<file path="config.mk">
export PLATFORM = sky130hd
export DESIGN_NAME = id_ex_pipeline_reg_flat
export DESIGN_NICKNAME = d
export VERILOG_FILES = /design/src/rtl/id_ex_pipeline_reg_if.sv /design/src/rtl/id_ex_pipeline_reg.sv /design/src/flat_wrapper.sv
export SDC_FILE = /design/constraint.sdc
export NUM_CORES = 1
export LEC_CHECK = 0
export ABC_CLOCK_PERIOD_IN_PS = 1660
export CORE_MARGIN = 3
export CORE_UTILIZATION = 28
export CTS_CLUSTER_SIZE = 24
export DETAILED_ROUTE_END_ITERATION = 8
export GPL_TIMING_DRIVEN = 0
export HOLD_SLACK_MARGIN = 0.02
export MAX_ROUTING_LAYER = met4
export SLEW_MARGIN = 20
export SYNTH_ARGS = -nofsm -noshare
export SYNTH_HDL_FRONTEND = slang
export SYNTH_SLANG_ARGS = --single-unit
</file>
<file path="constraint.sdc">
create_clock -name clk -period 1.66 [get_ports clk]
set_input_delay 0.332 -clock clk [delete_from_list [all_inputs] [get_ports clk]]
set_output_delay 0.332 -clock clk [all_outputs]
set_load 0.005 [all_outputs]
</file>
<file path="src/rtl/id_ex_pipeline_reg_if.sv">
// ID/EX stage bundle: ID-side fields in, registered EX-side fields out.
// master = ID stage / driver, slave = the pipeline register itself.
interface id_ex_pipeline_reg_if #(
    parameter int unsigned DATA_W = 32,
    parameter int unsigned CNT_W  = 16
);
    logic              stall;
    logic              flush;
    logic              id_valid;
    logic [1:0]        ALUOp;
    logic              RegDst;
    logic              RegWrite;
    logic              ALUSrc;
    logic              MemWrite;
    logic              MemRead;
    logic              MemtoReg;
    logic [DATA_W-1:0] read_data1;
    logic [DATA_W-1:0] read_data2;
    logic [DATA_W-1:0] imm_ext;
    logic [4:0]        rs;
    logic [4:0]        rt;
    logic [4:0]        rd;
    logic [5:0]        funct;

    logic [1:0]        ALUOp_EX;
    logic              RegDst_EX;
    logic              RegWrite_EX;
    logic              ALUSrc_EX;
    logic              MemWrite_EX;
    logic              MemRead_EX;
    logic              MemtoReg_EX;
    logic [DATA_W-1:0] read_data1_EX;
    logic [DATA_W-1:0] read_data2_EX;
    logic [DATA_W-1:0] imm_ext_EX;
    logic [4:0]        rs_EX;
    logic [4:0]        rt_EX;
    logic [4:0]        rd_EX;
    logic [5:0]        funct_EX;
    logic              valid_EX;
    logic [CNT_W-1:0]  bubble_count;

    modport master (
        output stall, flush, id_valid, ALUOp, RegDst, RegWrite, ALUSrc, MemWrite, MemRead,
               MemtoReg, read_data1, read_data2, imm_ext, rs, rt, rd, funct,
        input  ALUOp_EX, RegDst_EX, RegWrite_EX, ALUSrc_EX, MemWrite_EX, MemRead_EX,
               MemtoReg_EX, read_data1_EX, read_data2_EX, imm_ext_EX, rs_EX, rt_EX, rd_EX,
               funct_EX, valid_EX, bubble_count
    );

    modport slave (
        input  stall, flush, id_valid, ALUOp, RegDst, RegWrite, ALUSrc, MemWrite, MemRead,
               MemtoReg, read_data1, read_data2, imm_ext, rs, rt, rd, funct,
        output ALUOp_EX, RegDst_EX, RegWrite_EX, ALUSrc_EX, MemWrite_EX, MemRead_EX,
               MemtoReg_EX, read_data1_EX, read_data2_EX, imm_ext_EX, rs_EX, rt_EX, rd_EX,
               funct_EX, valid_EX, bubble_count
    );
endinterface

</file>
<file path="src/rtl/id_ex_pipeline_reg.sv">
// ID/EX pipeline register with stall hold, flush bubble insertion and a
// saturating count of bubbles entering EX.
module id_ex_pipeline_reg #(
    parameter int unsigned DATA_W = 32,
    parameter int unsigned CNT_W  = 16
) (
    input logic                    clk,
    input logic                    rst,
    id_ex_pipeline_reg_if.slave    bus
);

    typedef struct packed {
        logic [1:0]        alu_op;
        logic              reg_dst;
        logic              reg_write;
        logic              alu_src;
        logic              mem_write;
        logic              mem_read;
        logic              mem_to_reg;
        logic [DATA_W-1:0] read_data1;
        logic [DATA_W-1:0] read_data2;
        logic [DATA_W-1:0] imm_ext;
        logic [4:0]        rs;
        logic [4:0]        rt;
        logic [4:0]        rd;
        logic [5:0]        funct;
        logic              valid;
    } stage_t;

    stage_t           stage_d, stage_q;
    logic [CNT_W-1:0] count_d, count_q;
    logic             no_side_effect;
    logic             load_bubble;
    logic             count_inc;

    // Hazard mux bubbles arrive with id_valid=1 but no side-effecting control.
    assign no_side_effect = ~(bus.RegWrite | bus.MemWrite | bus.MemRead) &
                            (bus.ALUOp == 2'b00);
    assign load_bubble    = ~bus.id_valid | no_side_effect;

    always_comb begin
        stage_d   = stage_q;
        count_inc = 1'b0;
        if (bus.flush) begin
            stage_d   = '0;
            count_inc = 1'b1;
        end else if (!bus.stall) begin
            stage_d.alu_op     = bus.ALUOp;
            stage_d.reg_dst    = bus.RegDst;
            stage_d.reg_write  = bus.RegWrite;
            stage_d.alu_src    = bus.ALUSrc;
            stage_d.mem_write  = bus.MemWrite;
            stage_d.mem_read   = bus.MemRead;
            stage_d.mem_to_reg = bus.MemtoReg;
            stage_d.read_data1 = bus.read_data1;
            stage_d.read_data2 = bus.read_data2;
            stage_d.imm_ext    = bus.imm_ext;
            stage_d.rs         = bus.rs;
            stage_d.rt         = bus.rt;
            stage_d.rd         = bus.rd;
            stage_d.funct      = bus.funct;
            stage_d.valid      = ~load_bubble;
            if (!bus.id_valid) begin
                stage_d.alu_op     = 2'b00;
                stage_d.reg_dst    = 1'b0;
                stage_d.reg_write  = 1'b0;
                stage_d.alu_src    = 1'b0;
                stage_d.mem_write  = 1'b0;
                stage_d.mem_read   = 1'b0;
                stage_d.mem_to_reg = 1'b0;
            end
            count_inc = load_bubble;
        end
    end

    always_comb begin
        count_d = count_q;
        if (count_inc && (count_q != {CNT_W{1'b1}})) begin
            count_d = count_q + CNT_W'(1);
        end
    end

    always_ff @(posedge clk) begin
        if (rst) begin
            stage_q <= '0;
            count_q <= '0;
        end else begin
            stage_q <= stage_d;
            count_q <= count_d;
        end
    end

    assign bus.ALUOp_EX      = stage_q.alu_op;
    assign bus.RegDst_EX     = stage_q.reg_dst;
    assign bus.RegWrite_EX   = stage_q.reg_write;
    assign bus.ALUSrc_EX     = stage_q.alu_src;
    assign bus.MemWrite_EX   = stage_q.mem_write;
    assign bus.MemRead_EX    = stage_q.mem_read;
    assign bus.MemtoReg_EX   = stage_q.mem_to_reg;
    assign bus.read_data1_EX = stage_q.read_data1;
    assign bus.read_data2_EX = stage_q.read_data2;
    assign bus.imm_ext_EX    = stage_q.imm_ext;
    assign bus.rs_EX         = stage_q.rs;
    assign bus.rt_EX         = stage_q.rt;
    assign bus.rd_EX         = stage_q.rd;
    assign bus.funct_EX      = stage_q.funct;
    assign bus.valid_EX      = stage_q.valid;
    assign bus.bubble_count  = count_q;

endmodule

</file>
<file path="src/flat_wrapper.sv">
// flat-port wrapper written by rule: the top's interface ports become plain ports
module id_ex_pipeline_reg_flat 
#(
    parameter int unsigned DATA_W = 32,
    parameter int unsigned CNT_W  = 16
)
  (clk, rst, bus_stall, bus_flush, bus_id_valid, bus_ALUOp, bus_RegDst, bus_RegWrite, bus_ALUSrc, bus_MemWrite, bus_MemRead, bus_MemtoReg, bus_read_data1, bus_read_data2, bus_imm_ext, bus_rs, bus_rt, bus_rd, bus_funct, bus_ALUOp_EX, bus_RegDst_EX, bus_RegWrite_EX, bus_ALUSrc_EX, bus_MemWrite_EX, bus_MemRead_EX, bus_MemtoReg_EX, bus_read_data1_EX, bus_read_data2_EX, bus_imm_ext_EX, bus_rs_EX, bus_rt_EX, bus_rd_EX, bus_funct_EX, bus_valid_EX, bus_bubble_count);
  id_ex_pipeline_reg_if #(.DATA_W(DATA_W), .CNT_W(CNT_W)) bus_i ();
  input logic clk;
  input logic rst;
  input wire logic [$bits(bus_i.stall)-1:0] bus_stall;
  input wire logic [$bits(bus_i.flush)-1:0] bus_flush;
  input wire logic [$bits(bus_i.id_valid)-1:0] bus_id_valid;
  input wire logic [$bits(bus_i.ALUOp)-1:0] bus_ALUOp;
  input wire logic [$bits(bus_i.RegDst)-1:0] bus_RegDst;
  input wire logic [$bits(bus_i.RegWrite)-1:0] bus_RegWrite;
  input wire logic [$bits(bus_i.ALUSrc)-1:0] bus_ALUSrc;
  input wire logic [$bits(bus_i.MemWrite)-1:0] bus_MemWrite;
  input wire logic [$bits(bus_i.MemRead)-1:0] bus_MemRead;
  input wire logic [$bits(bus_i.MemtoReg)-1:0] bus_MemtoReg;
  input wire logic [$bits(bus_i.read_data1)-1:0] bus_read_data1;
  input wire logic [$bits(bus_i.read_data2)-1:0] bus_read_data2;
  input wire logic [$bits(bus_i.imm_ext)-1:0] bus_imm_ext;
  input wire logic [$bits(bus_i.rs)-1:0] bus_rs;
  input wire logic [$bits(bus_i.rt)-1:0] bus_rt;
  input wire logic [$bits(bus_i.rd)-1:0] bus_rd;
  input wire logic [$bits(bus_i.funct)-1:0] bus_funct;
  output wire logic [$bits(bus_i.ALUOp_EX)-1:0] bus_ALUOp_EX;
  output wire logic [$bits(bus_i.RegDst_EX)-1:0] bus_RegDst_EX;
  output wire logic [$bits(bus_i.RegWrite_EX)-1:0] bus_RegWrite_EX;
  output wire logic [$bits(bus_i.ALUSrc_EX)-1:0] bus_ALUSrc_EX;
  output wire logic [$bits(bus_i.MemWrite_EX)-1:0] bus_MemWrite_EX;
  output wire logic [$bits(bus_i.MemRead_EX)-1:0] bus_MemRead_EX;
  output wire logic [$bits(bus_i.MemtoReg_EX)-1:0] bus_MemtoReg_EX;
  output wire logic [$bits(bus_i.read_data1_EX)-1:0] bus_read_data1_EX;
  output wire logic [$bits(bus_i.read_data2_EX)-1:0] bus_read_data2_EX;
  output wire logic [$bits(bus_i.imm_ext_EX)-1:0] bus_imm_ext_EX;
  output wire logic [$bits(bus_i.rs_EX)-1:0] bus_rs_EX;
  output wire logic [$bits(bus_i.rt_EX)-1:0] bus_rt_EX;
  output wire logic [$bits(bus_i.rd_EX)-1:0] bus_rd_EX;
  output wire logic [$bits(bus_i.funct_EX)-1:0] bus_funct_EX;
  output wire logic [$bits(bus_i.valid_EX)-1:0] bus_valid_EX;
  output wire logic [$bits(bus_i.bubble_count)-1:0] bus_bubble_count;
  assign bus_i.stall = bus_stall;
  assign bus_i.flush = bus_flush;
  assign bus_i.id_valid = bus_id_valid;
  assign bus_i.ALUOp = bus_ALUOp;
  assign bus_i.RegDst = bus_RegDst;
  assign bus_i.RegWrite = bus_RegWrite;
  assign bus_i.ALUSrc = bus_ALUSrc;
  assign bus_i.MemWrite = bus_MemWrite;
  assign bus_i.MemRead = bus_MemRead;
  assign bus_i.MemtoReg = bus_MemtoReg;
  assign bus_i.read_data1 = bus_read_data1;
  assign bus_i.read_data2 = bus_read_data2;
  assign bus_i.imm_ext = bus_imm_ext;
  assign bus_i.rs = bus_rs;
  assign bus_i.rt = bus_rt;
  assign bus_i.rd = bus_rd;
  assign bus_i.funct = bus_funct;
  assign bus_ALUOp_EX = bus_i.ALUOp_EX;
  assign bus_RegDst_EX = bus_i.RegDst_EX;
  assign bus_RegWrite_EX = bus_i.RegWrite_EX;
  assign bus_ALUSrc_EX = bus_i.ALUSrc_EX;
  assign bus_MemWrite_EX = bus_i.MemWrite_EX;
  assign bus_MemRead_EX = bus_i.MemRead_EX;
  assign bus_MemtoReg_EX = bus_i.MemtoReg_EX;
  assign bus_read_data1_EX = bus_i.read_data1_EX;
  assign bus_read_data2_EX = bus_i.read_data2_EX;
  assign bus_imm_ext_EX = bus_i.imm_ext_EX;
  assign bus_rs_EX = bus_i.rs_EX;
  assign bus_rt_EX = bus_i.rt_EX;
  assign bus_rd_EX = bus_i.rd_EX;
  assign bus_funct_EX = bus_i.funct_EX;
  assign bus_valid_EX = bus_i.valid_EX;
  assign bus_bubble_count = bus_i.bubble_count;
  id_ex_pipeline_reg #(.DATA_W(DATA_W), .CNT_W(CNT_W)) u_core (.clk(clk), .rst(rst), .bus(bus_i));
endmodule
</file>
Word level (Yosys, flattened, before mapping)
Index checks and enable logic that the tools add are counted.
{"block": "totals", "in_bits": 130, "word_cells": 31, "regBits": 142}
{"block": "classes", "n_reduce_logical": 3, "n_addsub": 1, "n_bitwise": 7, "mux": 3, "eq_ne": 1}
{"cell": "adder 16 x 1 -> 16 bit (second input constant)", "n": 1}
{"cell": "inequality test 16 bit (second input constant)", "n": 1}
{"cell": "two-way mux 8 bit", "n": 1}
{"cell": "NOT 1 bit", "n": 3}
{"cell": "bitwise OR 1 bit", "n": 3}
{"cell": "zero test 2 bit", "n": 1}
{"cell": "two-way mux 1 bit", "n": 2}
{"cell": "OR reduction 2 bit", "n": 1}
{"cell": "AND 1 bit", "n": 1}
{"cell": "logical AND 1 bit", "n": 1}

Longest topological paths before layout
{"block": "logic_depth", "depth_word": 8, "mapped_depth": 6}

Worst setup path before layout
OpenSTA, ideal clock, no wires.
{"block": "synth_path", "path_type": "reg-to-reg", "start": "reg u_core.count_q[0] (netlist: u_core.bus.bubble_count[0])", "end": "reg u_core.count_q[12] (netlist: u_core.bus.bubble_count[12])", "n_path_buf": 0, "t_arrival_ns": 1.583, "period_less_slack_ns": 1.706, "slack_ns": -0.046, "setup_time_ns": 0.123, "path_stages_with_launch": 6, "cell_sequence": "dfxtp_1 -> ha_1 -> nand4_1 -> or3_1 -> nor3b_1 -> mux2_1"}
{"block": "synth_via", "elab_chain_len": 2, "elab_cells_between_ends": 3}
{"item": "start: declaration", "line": "id_ex_pipeline_reg.sv:31", "source": "logic [CNT_W-1:0] count_d, count_q;"}
{"item": "start signal: assignment", "line": "id_ex_pipeline_reg.sv:89", "source": "count_q <= count_d;"}
{"item": "parallel branches: the longest is 2 deep, another holds adder 16 x 1 -> 16 bit"}
Parallel ways; which one is timed is not known.
A chain may end at the register's enable or synchronous reset.

Worst setup path after layout
Ends and elaborated chain as after synthesis.

==> impl_metrics.yaml <==
placement:
  dp.cells: 1015
  gp_congestion: 0.837
  dp.final_hpwl_um: 13300
  port-buffer-count: 271
global_route:
  grt_pass1_wl_um: 26800
  grt_usage_pct: 17.3
  grt_start_max_net_pins: 17
  grt_antenna_before_repair: 0
  grt-ovfl-total: 0
  grt_pass1_vias: 5094
critical_path:
  r2r_cells: 5
  worst-setup-path-type: "reg2reg"
  reg2reg_slack_ps: -120
  crit_path_end: "u_core.bus.bubble_count[12]"
  crit_buf_inv: 0
  end_kind: "flop"
  cp_num_cells: 5
  slowest_delay_ps: 430
  worstPathArrival_ps: 2070
  cp_cell_sequence: "ha_4, nand4_1, or3_4, nor3b_2, mux2_1"
  cp.required_ps: 1960
  cp_slowest_cell: "or3_4"
  r2r_end: "u_core.bus.bubble_count[12]"
  crit-reg2reg-launch: "u_core.bus.bubble_count[0]"
  critical_path_peak_fanout: 3
  crit_path_start_kind: "flop"
  crit_start: "u_core.bus.bubble_count[0]"
  cp_top_family: "simple AND/OR/NAND/NOR gates"
clock_network:
  clk_path_buf_depth: 2
  cts.clk_slew.worst_paths_ps: 60
  root_buffer: "clkbuf_16"
  clock_sinks: 142
  cts_tree: "built"
  numCtsBuffers: 17
  clock_latency_ps: 410
  h-tree-depth: 4
timing:
  hold_viol: 0
  finalCritPeriodShare_pct: 107
  fin_crit_ps: 1780
  fin_ws_ps: -117
  max_freq_ghz: 0.563
  setup_viol: 15
  tightest_slew_ps: 667
  maxSlewHeadroom_pct: 55.5
  report.final.slew_viol_count: 0
  rsz0062_at_grt: "yes"
  finClkSkew_ps: 6.10
layout:
  seq_area_um2: 2880
  num_antenna_cells: 0
  multi_input_area_um2: 2510
  final_nets: 953
  finalNonFillerCells: 1063
  syn_to_final_growth_pct: 77.3
  fillCellCount: 1641
  drive_gt1_share_pct: 14.5
logic_synthesis:
  synth_area_um2: 5310
  async_reset_ff_share_pct: 0
  avgSynthCellArea_um2: 10.3
  synth_top_area_cell: "dfxtp_1"
  synth_nets: 646
  yosys.area.top_type_share_pct: 53.5
  synth_edf_count: 0
  synth_cell_types: 35
  synthFlopType: "dfxtp_1"
  synth_warnings: 0
  synthTopCellsByCount: "142 x dfxtp_1, 135 x nor2_1, 117 x mux2i_1"
  synth_area_leaders: "dfxtp_1 54%, mux2i_1 22%, nor2_1 9.5%"
  ys_seq_area_share_pct: 53.5
  yosysMostFrequentCell: "dfxtp_1"
  syn_inst: 515
  ys_ff_latch: 142
power:
  p_leak_uw: 0.00446
  finalPower_uw: 8500
  power_density_nw_per_um2: 903
  vdd_drop_max_mv: 0.645
routing:
  via_count: 4864
  vias_per_cell: 4.58
  drtPass1Iterations: 4
  wl_um: 17900
  wire_per_inst_um: 16.9
  route.detailed.drc: 0
  ant_nets: 0
  first_iter_violations: 203
outcome:
  status: "finished with violations"
  violations: "setup timing"
floorplan:
  core_area_um2: 18300
  start_util_pct: 29.1
  die_h_um: 144
  ios: 272
  die_x_um: 144
  die_area_um2: 20600
  row_count: 49
job:
  drv_cap: 0
hold_path:
  min_path_type: "in2reg"
==> cells by family after synthesis <==
logic type | share of synthesized area [%]
AND/OR/NAND/NOR | 16.0
multiplexers | 23.5
AO/OA/AOI/OAI | 3.56
adder cells (fa/ha/maj) | 0.236
flip-flops | 53.5
buffers and inverters | 3.13
==> registers in the layout, indices dropped and copies added (netlist names) <==
register and cells:
u_core.bus.imm_ext_EX 32, u_core.bus.read_data1_EX 32, u_core.bus.read_data2_EX 32, u_core.bus.bubble_count 16
u_core.bus.funct_EX 6, u_core.bus.rd_EX 5, u_core.bus.rs_EX 5, u_core.bus.rt_EX 5
u_core.bus.ALUOp_EX 2, u_core.bus.ALUSrc_EX 1, u_core.bus.MemRead_EX 1, u_core.bus.MemWrite_EX 1
u_core.bus.MemtoReg_EX 1, u_core.bus.RegDst_EX 1, u_core.bus.RegWrite_EX 1, u_core.bus.valid_EX 1
==> placed cells by master, fill, tap and decap left out, types with 4 or more instances in the layout <==
master / count
clkbuf_1: 11
dfxtp_1: 126
buf_2: 12
clkbuf_16: 17
or4_4: 4
dlygate4sd2_1: 22
nor4_4: 6
nor2_1: 135
mux2i_1: 117
mux2_4: 6
buf_4: 19
buf_6: 7
nand3_1: 5
a22oi_1: 9
nand4_1: 5
clkdlybuf4s50_1: 212
o31ai_1: 5
clkinvlp_4: 5
nand2_1: 5
a21oi_2: 6
dfxtp_2: 11
dlymetal6s2s_1: 37
dfxtp_4: 5
inv_6: 5
nor2b_1: 8
==> per-stage QoR <==
| step | hold slack, ps | util (%) | area [um2] | worst slack, ps | TNS, ps |
|---|---|---|---|---|---|
| global route | 322 | 51.5 | 9410 | -175 | -2120 |
| detailed placement | 485 | 45.5 | 8320 | -1090 | -106940 |
| CTS | 343 | 50.5 | 9220 | -125 | -1440 |
| floorplan | 476 | - | 5320 | 1.24 | 0 |
| finish | 296 | 51.5 | 9410 | -117 | -1100 |
| global placement | 474 | 45.5 | 8320 | -1020 | -100650 |
==> tightest hold or removal path, delay by kind of cell <==
| kind | cells | cell delay, ps |
|---|---|---|
| buffers and inverters | 1 | 170 |
| AOI/OAI and AO/OA | 1 | 90 |
| and+or+nand+nor | 1 | 80 |
==> report_power, final <==
part	switching, uW	internal, uW
Combinational	384	617
Sequential	55.0	3510
Clock	1550	2390
==> worst min-delay path by stage <==
stage / depth (start not counted) / end / from
3_5_place_dp: 2 / u_core.bus.read_data1_EX[20] / u_core.bus.read_data1_EX[20]
4_1_cts: 3 / u_core.bus.ALUOp_EX[1] / bus_ALUOp[1]
6_report: 3 / u_core.bus.RegWrite_EX / bus_RegWrite
3_3_place_gp: 2 / u_core.bus.read_data2_EX[1] / u_core.bus.read_data2_EX[1]
5_1_grt: 3 / u_core.bus.RegWrite_EX / bus_RegWrite
2_1_floorplan: 2 / u_core.bus.funct_EX[0] / bus_funct[0]
==> layer usage <==
metal | track usage (%) | wire [um] | vias up
met3 | 4.53 | 1190 | 27
met2 | 28.9 | 8990 | 184
li1 | - | - | 2387
met4 | 6.94 | 410 | 0
met1 | 19.6 | 7330 | 2266
met5 | - | 0 | -
==> what timing repair did <==
action / CTS / global route
buffers inserted: 10 / 6
pin swaps: 19 / 14
gates cloned: 3 / 0
gates resized for setup: 82 / 56
hold buffers: 0 / 0
endpoints found under the setup margin: 164 / 94
==> final cells by class <==
cell class | count | share of cell area (%)
inverters | 1 | 0.0399
clock inverters | 14 | 1.94
clock buffers | 17 | 4.52
flip-flops and latches | 142 | 30.5
multi-input cells | 336 | 26.7
plain buffers | 34 | 2.06
repair buffers | 290 | 31.1
well taps | 229 | 3.04
(Power assumes the default switching activity.)
